### src/rtl/fm_in_video_write.sv
// Input-video frame-memory writer: packs 10-bit RGB pixels, buffers them in a FIFO and drains
// them into ping-pong frame banks during input-video write slots. Optional macro: FM_IV_WR_PIXCNT_EN.
module fm_in_video_write #(
  parameter int unsigned FIFO_DEPTH   = 16,
  parameter int unsigned BURST_LEN    = 8,
  parameter int unsigned FRAME_PIXELS = 61440
) (
  input  logic        clk,
  input  logic        rst_n,
  input  logic        vin_vs,
  input  logic        vin_de,
  input  logic [9:0]  vin_r,
  input  logic [9:0]  vin_g,
  input  logic [9:0]  vin_b,
  input  logic        fm_cycle_stp_adv,
  input  logic        fm_iv_wr_cycle,
  input  logic        ovf_clr,
  output logic        fm_iv_wr_en,
  output logic [16:0] fm_iv_wr_adrs,
  output logic [29:0] fm_iv_wr_d,
  output logic        frame_alt,
`ifdef FM_IV_WR_PIXCNT_EN
  output logic [16:0] frame_pixcnt,
`endif
  output logic        ovf
);

  localparam int unsigned AddrW     = $clog2(FIFO_DEPTH);
  localparam logic [6:0]  BurstLenW = 7'(BURST_LEN);
  localparam logic [16:0] FramePix  = 17'(FRAME_PIXELS);

  // FIFO storage: {sof, r, g, b}
  logic [30:0]      mem_q [FIFO_DEPTH];
  logic [AddrW:0]   wptr_q, wptr_d;
  logic [AddrW:0]   rptr_q, rptr_d;
  logic             full, empty;
  logic [30:0]      head;

  logic             vs_q;
  logic             vs_rise;
  logic             sof_pend_q, sof_pend_d;
  logic             sof_now;

  logic [6:0]       burst_cnt_q, burst_cnt_d;
  logic [6:0]       burst_eff;
  logic             push, pop, drop;

  logic             synced_q, synced_d;
  logic             bank_q, bank_d;
  logic             alt_q, alt_d;
  logic [16:0]      idx_q, idx_d;
  logic             wr_en_q, wr_en_d;
  logic [16:0]      adrs_q, adrs_d;
  logic [29:0]      data_q, data_d;
  logic             ovf_q, ovf_d;
  logic             ovf_set;
`ifdef FM_IV_WR_PIXCNT_EN
  logic [16:0]      pixcnt_q, pixcnt_d;
`endif

  assign full  = (wptr_q[AddrW] != rptr_q[AddrW]) &&
                 (wptr_q[AddrW-1:0] == rptr_q[AddrW-1:0]);
  assign empty = (wptr_q == rptr_q);
  assign head  = mem_q[rptr_q[AddrW-1:0]];

  // Push / pop control
  always_comb begin
    vs_rise   = vin_vs & ~vs_q;
    sof_now   = sof_pend_q | vs_rise;
    // A slot-start strobe restarts the burst budget in the same clk it arrives.
    burst_eff = fm_cycle_stp_adv ? 7'd0 : burst_cnt_q;
    pop       = fm_iv_wr_cycle & ~empty & (burst_eff < BurstLenW);
    push      = vin_de & (~full | pop);
    drop      = vin_de & full & ~pop;
    // A dropped sof pixel hands its flag to the next accepted push.
    sof_pend_d  = sof_now & ~push;
    burst_cnt_d = pop ? burst_eff + 7'd1 : burst_eff;
    wptr_d      = push ? wptr_q + 1'b1 : wptr_q;
    rptr_d      = pop ? rptr_q + 1'b1 : rptr_q;
  end

  // Write path and frame bookkeeping
  always_comb begin
    wr_en_d  = 1'b0;
    adrs_d   = adrs_q;
    data_d   = data_q;
    synced_d = synced_q;
    bank_d   = bank_q;
    alt_d    = alt_q;
    idx_d    = idx_q;
    ovf_set  = drop;
`ifdef FM_IV_WR_PIXCNT_EN
    pixcnt_d = pixcnt_q;
`endif
    if (pop) begin
      if (head[30]) begin
        wr_en_d = 1'b1;
        data_d  = head[29:0];
        idx_d   = 17'd1;
        if (synced_q) begin
          alt_d  = bank_q;
          bank_d = ~bank_q;
          adrs_d = {~bank_q, 16'h0000};
`ifdef FM_IV_WR_PIXCNT_EN
          pixcnt_d = idx_q;
`endif
        end else begin
          // First sof after reset: lock onto bank 0 without flipping.
          synced_d = 1'b1;
          adrs_d   = {bank_q, 16'h0000};
        end
      end else if (synced_q) begin
        if (idx_q == FramePix) begin
          ovf_set = 1'b1;
        end else begin
          wr_en_d = 1'b1;
          adrs_d  = {bank_q, idx_q[15:0]};
          data_d  = head[29:0];
          idx_d   = idx_q + 17'd1;
        end
      end
    end
    ovf_d = ovf_set | (ovf_q & ~ovf_clr);
  end

  always_ff @(posedge clk) begin
    if (push) begin
      mem_q[wptr_q[AddrW-1:0]] <= {sof_now, vin_r, vin_g, vin_b};
    end
  end

  always_ff @(posedge clk or negedge rst_n) begin
    if (!rst_n) begin
      wptr_q      <= '0;
      rptr_q      <= '0;
      vs_q        <= 1'b0;
      sof_pend_q  <= 1'b0;
      burst_cnt_q <= '0;
      synced_q    <= 1'b0;
      bank_q      <= 1'b0;
      alt_q       <= 1'b1;
      idx_q       <= '0;
      wr_en_q     <= 1'b0;
      adrs_q      <= '0;
      data_q      <= '0;
      ovf_q       <= 1'b0;
`ifdef FM_IV_WR_PIXCNT_EN
      pixcnt_q    <= '0;
`endif
    end else begin
      wptr_q      <= wptr_d;
      rptr_q      <= rptr_d;
      vs_q        <= vin_vs;
      sof_pend_q  <= sof_pend_d;
      burst_cnt_q <= burst_cnt_d;
      synced_q    <= synced_d;
      bank_q      <= bank_d;
      alt_q       <= alt_d;
      idx_q       <= idx_d;
      wr_en_q     <= wr_en_d;
      adrs_q      <= adrs_d;
      data_q      <= data_d;
      ovf_q       <= ovf_d;
`ifdef FM_IV_WR_PIXCNT_EN
      pixcnt_q    <= pixcnt_d;
`endif
    end
  end

  assign fm_iv_wr_en   = wr_en_q;
  assign fm_iv_wr_adrs = adrs_q;
  assign fm_iv_wr_d    = data_q;
  assign frame_alt     = alt_q;
  assign ovf           = ovf_q;
`ifdef FM_IV_WR_PIXCNT_EN
  assign frame_pixcnt  = pixcnt_q;
`endif

endmodule

### config.mk
export PLATFORM = sky130hd
export DESIGN_NAME = fm_in_video_write
export DESIGN_NICKNAME = d
export VERILOG_FILES = /design/src/rtl/fm_in_video_write.sv
export SDC_FILE = /design/constraint.sdc
export NUM_CORES = 1
export LEC_CHECK = 0
export BUFFER_PORTS_ARGS = -buffer_cell sky130_fd_sc_hd__buf_2
export CAP_MARGIN = 20
export CORE_ASPECT_RATIO = 2
export CORE_MARGIN = 4
export CORE_UTILIZATION = 25
export DETAILED_ROUTE_END_ITERATION = 10
export GPL_TIMING_DRIVEN = 1
export PLACE_DENSITY = 0.36
export SLEW_MARGIN = 20
export SYNTH_ARGS = -nofsm -noshare
export SYNTH_HDL_FRONTEND = slang
export SYNTH_SLANG_ARGS = --single-unit
### constraint.sdc
create_clock -name clk -period 10 [get_ports clk]
set_input_delay 2.5 -clock clk [delete_from_list [all_inputs] [get_ports clk]]
set_output_delay 2.5 -clock clk [all_outputs]
set_load 0.05 [all_outputs]
==> results.txt <==
- Run status: finished clean
- For hold timing, the worst endpoint is burst_cnt_q[5]$_DFF_PN0_.
- Final global-route overflow total: 0
- Number of distinct library cells after synthesis: 55
- The later pin in the worst-skew pair is clocked with a latency of 0.63 ns.
- Number of gates resized after cts: 0
- For this run, the number of Yosys warnings is 0.
- H-tree levels: 2
- The die covers 95700 um2.
- In this run the register-to-register setup slack is 6.15 ns.
* Hold Crit Class: reg2reg
* Final Slew Violations: 0
* Hold path depth: 1
- Starting Density: 25.3%
- The clock period could shrink to 4.45 ns.
- Summing all multi-input logic gate instances after layout gives 5380 um2.
- The number of global-route vias before repair was 11400.
* Number of buffers between clock root and the deepest sink: 3
- The final layout contains routed wiring with a total length of 62.9 mm.
- STA classifies the critical path startpoint as a primary input.
* Post-synthesis share of cell area spent on xor and xnor gates: 0.774%
* Number of buffers created by CTS: 56
- Max Clk Rate: 225 MHz
- TritonCTS built the clock tree.
- Combinational family with the most area after synthesis: multiplexers
* Number of flip-flops and latches in the synthesized netlist: 584
- Final setup viols: 0
* Average instance area after synthesis: 22.0 um2
- First-pass GRT wire length: 88.9 mm
* Core box area: 89600 um2
* Library cell occupying the most area in the post-synthesis netlist: sky130_fd_sc_hd__edfxtp_1
- The worst pin sits at a relative slew slack of 34.4%.
- Number of nets produced by synthesis: 1074
- After Yosys synthesis, and, or, nand and nor cells account for 2.52% of the synthesized area.
- Net load switching power: 0.00255 W
- By area the synthesized netlist is led by sky130_fd_sc_hd__edfxtp_1 66%, sky130_fd_sc_hd__mux4_2 15%, sky130_fd_sc_hd__dfrtp_1 9.6%.
- Fraction of the cycle the final worst path needs: 44.5%
- Of the total power, the share spent switching nets is 33.1%.
* CP startpoint: fm_cycle_stp_adv
* Leakage component of the power: 8.67 nW
- Global routing used 13.2% of the available tracks.
- Measured along the y axis, the die boundary spans 434 um.
- Endpoint of the worst-slack reg-to-reg timing path: fm_iv_wr_d[1]$_DFFE_PN0P_
- The worst setup path is of the in2reg kind.
- CP Data Arrival Time: 4.71 ns
- Clk slew on worst S/H paths: 0.06 ns
- Drt via density: 4.41
* Max Cap Viol: 0
- Cell-internal power: 0.00514 W
- Postcts setup bufs: 0
- Adder-cell area share of the yosys netlist: 0.442%
* Maximum fanout encountered on the critical timing path: 24
- Share of post-route cells with drive strength above 1: 34.4%
* Number of flops mapped to enable cells by yosys: 496
- Fraction of the yosys area taken by sequential cells: 75.5%
- Netlist area before placement: 22600 um2
* Synth top area share: 65.8%
* Critical hold path startpoint: burst_cnt_q[5]$_DFF_PN0_
* Fraction of synthesized area in multiplexers: 17.4%
- Post-layout nets: 1195
- Hold violation total from the final report: 0
- Largest net degree at the start of global routing: 113
- Hold repair after CTS inserted 0 buffers.
- Final-layout setup total negative slack: 0 ns
- Clock Tree Root: sky130_fd_sc_hd__clkbuf_16
- Number of cell instances on the worst register-to-register path: 5
* Synth top cells by count: 496 x sky130_fd_sc_hd__edfxtp_1, 154 x sky130_fd_sc_hd__mux4_2, 87 x sky130_fd_sc_hd__dfrtp_1
- GP Congestion: 0.740
* Initial antenna violation count: 4
* Worst Tran Pin Value: 0.978 ns
- RR Startpoint: rptr_q[0]$_DFFE_PN0N_
* Pre-antenna DRT Iters: 4
* Maximum clock skew at final layout: 0.0170 ns
- HPWL reported at the end of detailed placement: 40.1 mm
* Chip Width: 221 um
* Most frequent cell after synthesis: sky130_fd_sc_hd__edfxtp_1
- Sequential cell area: 17100 um2
* Compound-cell area share of the yosys netlist: 2.10%
* Boundary pin count: 87
- STA classifies the critical path endpoint as a flop.
- Fin area: 26500 um2
- Among all flip-flop cells after synthesis, the most frequent one is sky130_fd_sc_hd__edfxtp_1.
* Gate count after technology mapping: 1029
* Number of placement rows: 155
* Number of violations reported at the end of detailed-routing iteration 0: 740
- Summing over every cut layer, the via total after detailed routing is 10500.
- Critical path required time: 10.27 ns
* Instance area at placement: 24700 um2
- Total of fill cells in the finished design: 8806
- Clock network fraction of total power: 27.5%
- Relative to the synthesized area, the layout overhead comes to 16.9%.
- Final core utilization: 29.5%
- Setup repair after global routing left no endpoint under its margin.
- In this run the power density over the cells is 290 nW/um2.
- Remaining DRCs: 0
* Portion of total power attributed to combinational logic: 31.3%
- For this design, the sink count on the clock tree is 584.
- VDD IR-drop max: 0.000225 V
- Routed length per instance: 26.5 um
- Sequential share of power: 41.1%
* Fraction of registers with async set/reset: 15.1%
- Count of buffers inserted at the top-level ports: 86
- Count of antenna-violating nets left after detailed routing: 0
worst max path at each step:
stage                             endpoint  slack [ns]  depth (start not counted)
floorplan            mem_q[3][0]$_DFFE_PP_        4.03                          4
global placement    mem_q[2][26]$_DFFE_PP_        4.90                          7
detailed placement   mem_q[2][2]$_DFFE_PP_        4.85                          7
CTS                 mem_q[2][27]$_DFFE_PP_        5.52                          7
global route        mem_q[2][24]$_DFFE_PP_        5.38                          7
finish               mem_q[2][2]$_DFFE_PP_        5.55                          7
area by class of cell:
cell class                 instances  share of cell area (%)
multi-input combinational        383                    20.3
sequential                       584                    64.6
tap                             1177                    5.56
antenna                            1                 0.00945
clock buffer                      67                    5.45
inverter                          10                   0.142
timing repair buffer             115                    2.58
clock inverter                    38                    1.30
registers in the layout, summed over array words and instances (netlist names):
register and count:
fm_iv_wr_d 30, burst_cnt_q 7, mem_q 496, fm_iv_wr_adrs 17, fm_iv_wr_en 1, rptr_q 5
sof_pend_q 1, idx_q 17, frame_alt 1, wptr_q 5, ovf 1, vs_q 1
synced_q 1, bank_q 1
power groups by stage:
stage | sequential (W) | combinational [W] | clock (W)
after floorplan | 0.00337 | 0.00145 | 0
after CTS | 0.00317 | 0.00253 | 0.00220
final | 0.00316 | 0.00241 | 0.00212
after global routing | 0.00320 | 0.00259 | 0.00229
after detailed placement | 0.00322 | 0.00252 | 0
after global placement | 0.00322 | 0.00252 | 0
cell families after synthesis:
kind of cell,Yosys count
buffers and inverters,62
AO/OA/AOI/OAI,62
AND/OR/NAND/NOR,106
XOR/XNOR,20
multiplexers,187
flip-flops,584
adder cells (fa/ha/maj),8
per-layer routing:
| metal | vias up | wire, um | global-route usage (%) |
|---|---|---|---|
| li1 | 4526 | - | - |
| met1 | 5646 | 22000 | 13.7 |
| met2 | 211 | 37000 | 26.7 |
| met3 | 80 | 2270 | 2.21 |
| met4 | 6 | 1510 | 3.59 |
| met5 | - | 40 | 0 |
cell usage in the layout, fill, tap and decap left out, types with 8 or more instances in the layout:
cell type and count:
sky130_fd_sc_hd__nor3_1 8, sky130_fd_sc_hd__edfxtp_1 496, sky130_fd_sc_hd__mux4_2 154, sky130_fd_sc_hd__inv_1 9, sky130_fd_sc_hd__nand2_1 20, sky130_fd_sc_hd__nand3_1 8
sky130_fd_sc_hd__mux2_4 28, sky130_fd_sc_hd__nor2_4 11, sky130_fd_sc_hd__clkbuf_1 11, sky130_fd_sc_hd__nor2_1 10, sky130_fd_sc_hd__nor2b_1 8, sky130_fd_sc_hd__dfrtp_1 83
sky130_fd_sc_hd__clkinv_2 9, sky130_fd_sc_hd__clkbuf_16 56, sky130_fd_sc_hd__buf_2 85, sky130_fd_sc_hd__clkinv_1 13, sky130_fd_sc_hd__ha_1 8, sky130_fd_sc_hd__a22o_1 23
sky130_fd_sc_hd__o21ai_0 14, sky130_fd_sc_hd__xnor2_1 13, sky130_fd_sc_hd__buf_4 28
critical path: stages:
cell	delay, ns
sky130_fd_sc_hd__buf_2	0.16
sky130_fd_sc_hd__o21ai_1	0.23
sky130_fd_sc_hd__a31oi_1	0.23
sky130_fd_sc_hd__buf_4	0.21
sky130_fd_sc_hd__nand2_1	0.22
sky130_fd_sc_hd__nor3_2	0.63
sky130_fd_sc_hd__buf_4	0.49
metrics by stage:
stage	setup WS [ns]	std cells	hold WS, ns	total power [W]
detailed placement	4.85	2269	0.490	0.00574
global placement	4.90	2268	0.484	0.00573
global route	5.38	2374	0.517	0.00807
floorplan	4.03	1029	0.465	0.00481
CTS	5.52	2374	0.506	0.00791
finish	5.55	2375	0.499	0.00768
Note: power is estimated with default switching activity, not from simulation.
